`src/rtl/y86_defs.sv`:
```
// Y86-64 shared encodings: instruction codes, register IDs and status codes.
// Fetch, execute and memory import this package as well.
package y86_defs;

   localparam logic [3:0] IHALT   = 4'h0;
   localparam logic [3:0] INOP    = 4'h1;
   localparam logic [3:0] IRRMOVQ = 4'h2;
   localparam logic [3:0] IIRMOVQ = 4'h3;
   localparam logic [3:0] IRMMOVQ = 4'h4;
   localparam logic [3:0] IMRMOVQ = 4'h5;
   localparam logic [3:0] IOPQ    = 4'h6;
   localparam logic [3:0] IJXX    = 4'h7;
   localparam logic [3:0] ICALL   = 4'h8;
   localparam logic [3:0] IRET    = 4'h9;
   localparam logic [3:0] IPUSHQ  = 4'hA;
   localparam logic [3:0] IPOPQ   = 4'hB;

   localparam logic [3:0] RRSP  = 4'h4;
   localparam logic [3:0] RNONE = 4'hF;

   localparam logic [1:0] SAOK = 2'd0;
   localparam logic [1:0] SHLT = 2'd1;
   localparam logic [1:0] SINS = 2'd2;

   localparam int NREGS = 15;

   function automatic logic icode_valid(input logic [3:0] ic);
      return ic <= IPOPQ;
   endfunction

endpackage

```
`src/rtl/regfile_2r2w.sv`:
```
// 15-entry register file: two combinational read ports, a debug read port,
// and two write ports where port M overrides port E on the same address.
module regfile_2r2w
   import y86_defs::*;
#(
   parameter int                 DATA_W   = 64,
   parameter logic [DATA_W-1:0]  RESET_SP = '0
) (
   input  logic              clk,
   input  logic              rst,
   input  logic              we_e_i,
   input  logic [3:0]        addr_e_i,
   input  logic [DATA_W-1:0] data_e_i,
   input  logic              we_m_i,
   input  logic [3:0]        addr_m_i,
   input  logic [DATA_W-1:0] data_m_i,
   input  logic [3:0]        addr_a_i,
   output logic [DATA_W-1:0] data_a_o,
   input  logic [3:0]        addr_b_i,
   output logic [DATA_W-1:0] data_b_o,
   input  logic [3:0]        addr_dbg_i,
   output logic [DATA_W-1:0] data_dbg_o
);

   logic [DATA_W-1:0] regs_q [0:NREGS-1];

   // ID F is the "no register" encoding and always reads as zero.
   function automatic logic [DATA_W-1:0] rd(input logic [3:0] a);
      if (a == RNONE) return '0;
      return regs_q[a];
   endfunction

   assign data_a_o   = rd(addr_a_i);
   assign data_b_o   = rd(addr_b_i);
   assign data_dbg_o = rd(addr_dbg_i);

   always_ff @(posedge clk or posedge rst) begin
      if (rst) begin
         for (int i = 0; i < NREGS; i++)
            regs_q[i] <= (i == int'(RRSP)) ? RESET_SP : '0;
      end else begin
         for (int i = 0; i < NREGS; i++) begin
            if (we_m_i && addr_m_i == i[3:0])
               regs_q[i] <= data_m_i;
            else if (we_e_i && addr_e_i == i[3:0])
               regs_q[i] <= data_e_i;
         end
      end
   end

endmodule

```
`src/rtl/decode_writeback.sv`:
```
// Y86-64 SEQ decode/write-back: register-ID decode, operand reads, result
// commit, condition codes and processor status.
module decode_writeback
   import y86_defs::*;
#(
   parameter int                 DATA_W   = 64,
   parameter logic [DATA_W-1:0]  RESET_SP = '0
) (
   input  logic              clk,
   input  logic              rst,
   input  logic              wb_en,
   input  logic [3:0]        icode,
   input  logic [3:0]        ra,
   input  logic [3:0]        rb,
   input  logic              cnd,
   input  logic [DATA_W-1:0] vale,
   input  logic [DATA_W-1:0] valm,
   input  logic              zf_in,
   input  logic              sf_in,
   input  logic              of_in,
   output logic [3:0]        srca,
   output logic [3:0]        srcb,
   output logic [3:0]        dste,
   output logic [3:0]        dstm,
   output logic [DATA_W-1:0] vala,
   output logic [DATA_W-1:0] valb,
   output logic              cc_z,
   output logic              cc_s,
   output logic              cc_o,
   output logic [1:0]        stat,
   input  logic [3:0]        dbg_addr,
   output logic [DATA_W-1:0] dbg_data
);

   logic [1:0] stat_q, stat_d;
   logic [2:0] cc_q, cc_d;
   logic       commit;

   always_comb begin
      srca = RNONE;
      srcb = RNONE;
      dste = RNONE;
      dstm = RNONE;
      case (icode)
         IRRMOVQ: begin srca = ra; dste = cnd ? rb : RNONE; end
         IIRMOVQ: dste = rb;
         IRMMOVQ: begin srca = ra; srcb = rb; end
         IMRMOVQ: begin srcb = rb; dstm = ra; end
         IOPQ:    begin srca = ra; srcb = rb; dste = rb; end
         ICALL:   begin srcb = RRSP; dste = RRSP; end
         IRET:    begin srca = RRSP; srcb = RRSP; dste = RRSP; end
         IPUSHQ:  begin srca = ra; srcb = RRSP; dste = RRSP; end
         IPOPQ:   begin srca = RRSP; srcb = RRSP; dste = RRSP; dstm = ra; end
         default: ;
      endcase
   end

   // halt and illegal icodes change status only; they never write state
   assign commit = wb_en && (stat_q == SAOK) && (icode != IHALT) && icode_valid(icode);

   always_comb begin
      stat_d = stat_q;
      if (wb_en && stat_q == SAOK) begin
         if (icode == IHALT)
            stat_d = SHLT;
         else if (!icode_valid(icode))
            stat_d = SINS;
      end
   end

   always_comb begin
      cc_d = cc_q;
      if (commit && icode == IOPQ)
         cc_d = {zf_in, sf_in, of_in};
   end

   always_ff @(posedge clk or posedge rst) begin
      if (rst) begin
         stat_q <= SAOK;
         cc_q   <= 3'b100;
      end else begin
         stat_q <= stat_d;
         cc_q   <= cc_d;
      end
   end

   assign stat = stat_q;
   assign {cc_z, cc_s, cc_o} = cc_q;

   regfile_2r2w #(
      .DATA_W   (DATA_W),
      .RESET_SP (RESET_SP)
   ) u_rf (
      .clk        (clk),
      .rst        (rst),
      .we_e_i     (commit && dste != RNONE),
      .addr_e_i   (dste),
      .data_e_i   (vale),
      .we_m_i     (commit && dstm != RNONE),
      .addr_m_i   (dstm),
      .data_m_i   (valm),
      .addr_a_i   (srca),
      .data_a_o   (vala),
      .addr_b_i   (srcb),
      .data_b_o   (valb),
      .addr_dbg_i (dbg_addr),
      .data_dbg_o (dbg_data)
   );

endmodule
```
`config.mk`:
```
export PLATFORM = sky130hd
export DESIGN_NAME = decode_writeback
export DESIGN_NICKNAME = d
export VERILOG_FILES = /design/src/rtl/y86_defs.sv /design/src/rtl/regfile_2r2w.sv /design/src/rtl/decode_writeback.sv
export SDC_FILE = /design/constraint.sdc
export NUM_CORES = 2
export LEC_CHECK = 0
export CAP_MARGIN = 5
export CORE_MARGIN = 3
export CORE_UTILIZATION = 50
export CTS_CLUSTER_DIAMETER = 150
export CTS_CLUSTER_SIZE = 28
export DETAILED_ROUTE_END_ITERATION = 7
export PLACE_DENSITY = 0.71
export SETUP_SLACK_MARGIN = 0.05
export SLEW_MARGIN = 20
export SYNTH_ARGS = -nofsm -noshare
export SYNTH_HDL_FRONTEND = slang
export SYNTH_SLANG_ARGS = --single-unit
```
`constraint.sdc`:
```
create_clock -name clk -period 31.7 [get_ports clk]
set_input_delay 3.17 -clock clk [delete_from_list [all_inputs] [get_ports clk]]
set_output_delay 3.17 -clock clk [all_outputs]
set_load 0.01 [all_outputs]
```
# == Word-level counts from Yosys, hierarchy flattened ==
# Index checks and enable logic that the tools add are counted.
# classes
magnitude_cmp,4
n_eq_ne,43
mux,55
bitwise_logic,3
n_reduce_logical,63
# op_table
operator,count
$mux 64,42
$bmux 64 s4,3
$eq 4x4->1 const B,21
$eq 4x3->1 const B,11
$logic_and 1x1->1,36
$reduce_bool 2->1,15
$eq 4x2->1 const B,6
$pmux 4 s2,2
$ge 5x5->1 const B,3
$not 4->5,3
$logic_not 4->1,3
$pmux 4 s3,1
$eq 4x1->1 const B,2
$mux 4,2
$ne 4x4->1 const B,2
$reduce_or 4->1,2
$reduce_or 2->1,3
$le 4x4->1 const B,1
$mux 2,2
$reduce_bool 4->1,1
$mux 1,3
$reduce_or 3->1,1
$logic_not 2->1,1
$ne 2x1->1 const B,1
$reduce_and 2->1,1
# word_totals
reg_bits,965
input_bits,151
output_inout_bits,213
elab_cells,185

# == Logic depth before layout (Yosys ltp) ==
# logic_depth
depth_word,8
ltp_mapped,13
ltp_nobuf,7

# == Modules after synthesis ==
# From an unflattened synthesis, not the netlist that was laid out.
# hier_totals
hier_cells,6647
area_unflattened_um2,67462.2
# modules_own_cells
module,n_inst,cells_each,area_each_um2,seq_area_each_um2
regfile_2r2w,1,6585,66909.2,24023.0
decode_writeback,1,62,553.0,126.4

# == Least setup slack after synthesis ==
# OpenSTA, ideal clock, no wires.
# synth_timing
path_type,input -> output
from,input dbg_addr[0]
to,output dbg_data[54]
arrival_time_ns,5.248
t_required_ns,28.530
setup_slack_ns,23.282
path_stages,5
path_buffers,3
cell_sequence,clkbuf_1 > buf_1 > buf_1 > mux4_2 > mux4_2
# synth_via
elab_chain_cells,5
word_cells_on_any_way,7
classes_between,eq/ne (1); mux (5); bitwise (1)
# synth_lines
element,line_no,text
start: declaration,decode_writeback.sv:31,"input logic [3:0] dbg_addr,"
$not 4->5 (not written as such),regfile_2r2w.sv:30,return regs_q[a];
$bmux 64 s4,regfile_2r2w.sv:30,
$mux 64 (not written as such) (2 in a row),regfile_2r2w.sv:30,
$mux 64 *,regfile_2r2w.sv:30,
end: declaration,decode_writeback.sv:32,output logic [DATA_W-1:0] dbg_data
# Every way passes the cells marked *; elsewhere a longest branch is shown, timed or not. The select of a mux whose other input is x is not followed.

# == Worst setup path after layout ==
# layout_timing
from,input icode[0]
to,output vala[53]
# layout_via
elab_chain_cells,8
word_cells_on_any_way,16
classes_between,eq/ne (7); mux (6); bitwise (1); reduce/logical (2)
# layout_lines
element,line_no,text
start: declaration,decode_writeback.sv:12,"input logic [3:0] icode,"
"$eq 4x3->1, or another cell as far along",decode_writeback.sv:44,case (icode)
$reduce_or 4->1 (no source line) or $reduce_or 2->1 (tied branches),--,
$pmux 4 s2 *,decode_writeback.sv:44,
$not 4->5 (not written as such),regfile_2r2w.sv:30,
$bmux 64 s4,regfile_2r2w.sv:30,
$mux 64 (not written as such) (2 in a row),regfile_2r2w.sv:30,
$mux 64 *,regfile_2r2w.sv:30,
end: declaration,decode_writeback.sv:25,"output logic [DATA_W-1:0] vala,"
# Marked as above.

==> impl_metrics.py <==
metrics = {
    "synthesis": {
        "synth_edf_count": 0,
        "synthCells": 7536,
        "yosys_warnings": 0,
        "synthesis.nets": 7687,
        "synth_cell_type_count": 80,
        "synthTopCellsByCount": "mux2i_1 (1,192), nand2_1 (1,022), dfrtp_1 (964), a21oi_1 (703), nor2_1 (589)",
        "netlist_area_mm2": 0.06752,
        "yosysTopAreaCell": "dfrtp_1",
        "synth_area_leaders": "dfrtp_1 (36%), mux2i_1 (18%), mux4_2 (8.5%)",
        "seq_area_frac_synth_pct": 35.77,
        "async_reset_ff_share_pct": 100.0,
        "synth_seq_cells": 965,
        "synthFlopType": "dfrtp_1",
        "synth_top_area_share_pct": 35.73,
        "postSynthAreaPerCell_um2": 8.959,
        "synth.most_common_cell": "mux2i_1",
    },
    "die": {
        "io_pins": 364,
        "rows": 134,
        "chipHeight_um": 373.5,
        "die_w_um": 373.5,
        "die_area_mm2": 0.1395,
        "start_util_pct": 50.46,
        "core_area_mm2": 0.1338,
    },
    "timing": {
        "period_minus_slack_ns": 12.19,
        "worst_pin_slew_ns": 1.436,
        "clock_skew_ns": 0.01728,
        "maxSlewHeadroom_pct": 4.299,
        "fmax_ghz": 0.08202,
        "grt_setup_unrepaired": "no",
        "finalHoldViolations": 0,
        "timing.hold.ws_ns": 0.5159,
        "setup_tns_ns": 0,
        "setup_viol": 0,
        "min_period_over_period_pct": 38.46,
        "finalMaxSlewViolations": 0,
    },
    "clocking": {
        "postCtsHoldBufs": 0,
        "cts_tree": "built",
        "cts.sinks": 965,
        "cts_resized": 0,
        "cts_root_buf": "clkbuf_16",
        "cts_buffers": 40,
        "post_cts_buffers": 0,
        "ctsLongestPathBuffers": 3,
        "clock_latency_ns": 0.69,
        "path_clk_slew_ns": 0.11,
        "h-tree-depth": 2,
    },
    "critical_path": {
        "crit_path_start": "icode[0]",
        "critPathBufInv": 4,
        "startpoint_type": "input port",
        "critPathArrivalTime_ns": 9.02,
        "crit_path_cell_trace": "clkdlybuf4s50_1, and3b_1, or3_4, inv_16, buf_4, nand2_1, nand3_1, a21oi_1, o32ai_1, clkdlybuf4s50_1",
        "crit_type": "in -> out",
        "end_kind": "primary output",
        "cpLargestDelayFamily": "buffers and inverters",
        "crit_top_cell": "clkdlybuf4s50_1",
        "critical_path.max_stage_delay_ns": 1.06,
        "required_ns": 28.53,
        "cp_slowest_cell": "o32ai_1",
        "worstPathMaxFanout": 176,
        "reg2reg_from": "stat[1]$_DFFE_PP0P_",
    },
    "drt": {
        "dr.pass1.iters": 8,
        "routed_via_density": 7.395,
        "drc": 11,
        "drt_iter0_drc": 12250,
        "post_drt_wl_per_cell_um": 32.35,
        "drt.antenna.violating_nets": 0,
        "vias": 66760,
        "wl_um": 292000,
    },
    "flow_run": {
        "drv_cap": 0,
    },
    "grt": {
        "grt.overflow.total": 0,
        "grt_pass1_wl_um": 424300,
        "grt_max_degree": 184,
        "first_global_vias": 62790,
        "grtUsageTotal_pct": 40.18,
        "antenna_found_initial": 31,
    },
    "power_and_ir_drop": {
        "leakage_nw": 31.08,
        "vdd_ir_drop_max_mv": 0.03838,
        "finalPower_mw": 2.471,
        "power_density_mw_per_mm2": 34.16,
    },
    "finish": {
        "fillCellCount": 11930,
        "nets": 7377,
        "areaGrowthSynthToFinish_pct": 7.105,
        "drive_above_1_share_pct": 7.174,
        "finalNonFillerCells": 9027,
        "seq_area_mm2": 0.02415,
        "multi_input_area_mm2": 0.03918,
    },
    "outcome": {
        "status": "finished, violations left",
        "violations": "DRC",
    },
    "placement": {
        "routabilityCongestion": 0.9264,
        "numPlacedInstances": 8951,
        "io_buffers": 363,
        "hpwl_um": 155700,
    },
    "worst_hold_path": {
        "min_from": "cc_q[1]$_DFFE_PP0P_",
        "hp-class": "reg -> reg",
    },
}
layer usage:
metal | routed length, um | vias up | track usage (%)
met5 | 164 | - | 0
met4 | 20310 | 18 | 23.83
met3 | 49050 | 1416 | 15.66
met2 | 118100 | 6279 | 55.92
met1 | 104400 | 32130 | 52.78
li1 | - | 26910 | -
path summary, 6_finish.rpt:
path | end | slack [ns] | cells past startpoint
max in group asynchronous | u_rf.regs_q[282]$_DFFE_PP0P_ | 25.44 | 6
min in group asynchronous | u_rf.regs_q[634]$_DFFE_PP0P_ | 3.02 | 2
min reg2reg | cc_q[1]$_DFFE_PP0P_ | 0.52 | 1
min | cc_q[1]$_DFFE_PP0P_ | 0.52 | 1
max | vala[53] | 19.51 | 10
max reg2reg | u_rf.regs_q[281]$_DFFE_PP0P_ | 26.84 | 9
state kept, by name, summed over array words and instances, names as in the netlist:
signal and count:
cc_q 3, stat 2, u_rf.regs_q 960
worst reg2reg max path: stages, from the launching register on:
cell      delay [ns]
dfrtp_1         0.45
nor3b_2         0.47
o211ai_1        0.36
nor4_2          0.32
buf_4           0.84
o21bai_4        0.28
buf_4           0.80
buf_4           0.97
nor2_1          0.13
a21oi_1         0.17
cells in the final DEF (no fill, tap or decap), types with 25 or more instances in the layout:
cell type,netlist,layout
mux2i_1,1192,1192
nand2_1,1022,1015
dfrtp_1,964,964
a21oi_1,703,698
nor2_1,589,587
o21ai_0,405,404
clkdlybuf4s50_1,0,358
o22ai_1,338,337
mux4_2,256,256
a221oi_1,205,205
inv_1,203,201
o21ai_1,156,155
nand3_1,141,139
buf_4,35,117
a311oi_1,98,98
o211ai_1,63,63
a221o_1,57,57
nor3_1,58,56
clkbuf_16,0,41
a211oi_1,28,28
diode_2,0,25
cells by family (layout without fill, tap and decap cells):
kind of cell           count (synthesis)  after routing  synth area share [%]
other                                  0             25                     0
AO/OA/AOI/OAI                       2195           2195                 20.09
AND/OR/NAND/NOR                     1871           1871                 11.12
flip-flops                           965            965                 35.77
buffers and inverters               1053            751                 6.749
multiplexers                        1452           1452                 26.28
stage by stage:
step / utilization [%] / worst slack, ns / area (um2)
floorplan: - / 1.388 / 67520
global placement: 53.16 / 19.80 / 71130
detailed placement: 53.16 / 19.78 / 71130
CTS: 53.98 / 19.77 / 72230
global route: 54.03 / 19.40 / 72290
finish: 54.05 / 19.51 / 72320
area by class of cell:
type,count,area share (%)
Antenna cell,25,0.08651
Inverter,209,1.159
Sequential cell,965,33.39
Multi-Input combinational cell,5518,54.18
Tap cell,1768,3.059
Clock buffer,48,1.455
Clock inverter,2,0.06402
Timing Repair Buffer,492,6.604
power breakdown:
group | internal, mW | total [mW] | switching, mW
Clock | 0.247 | 0.675 | 0.428
Combinational | 0.185 | 0.542 | 0.356
Sequential | 1.24 | 1.25 | 0.0123
No activity file was read; power rests on OpenSTA's default activity.
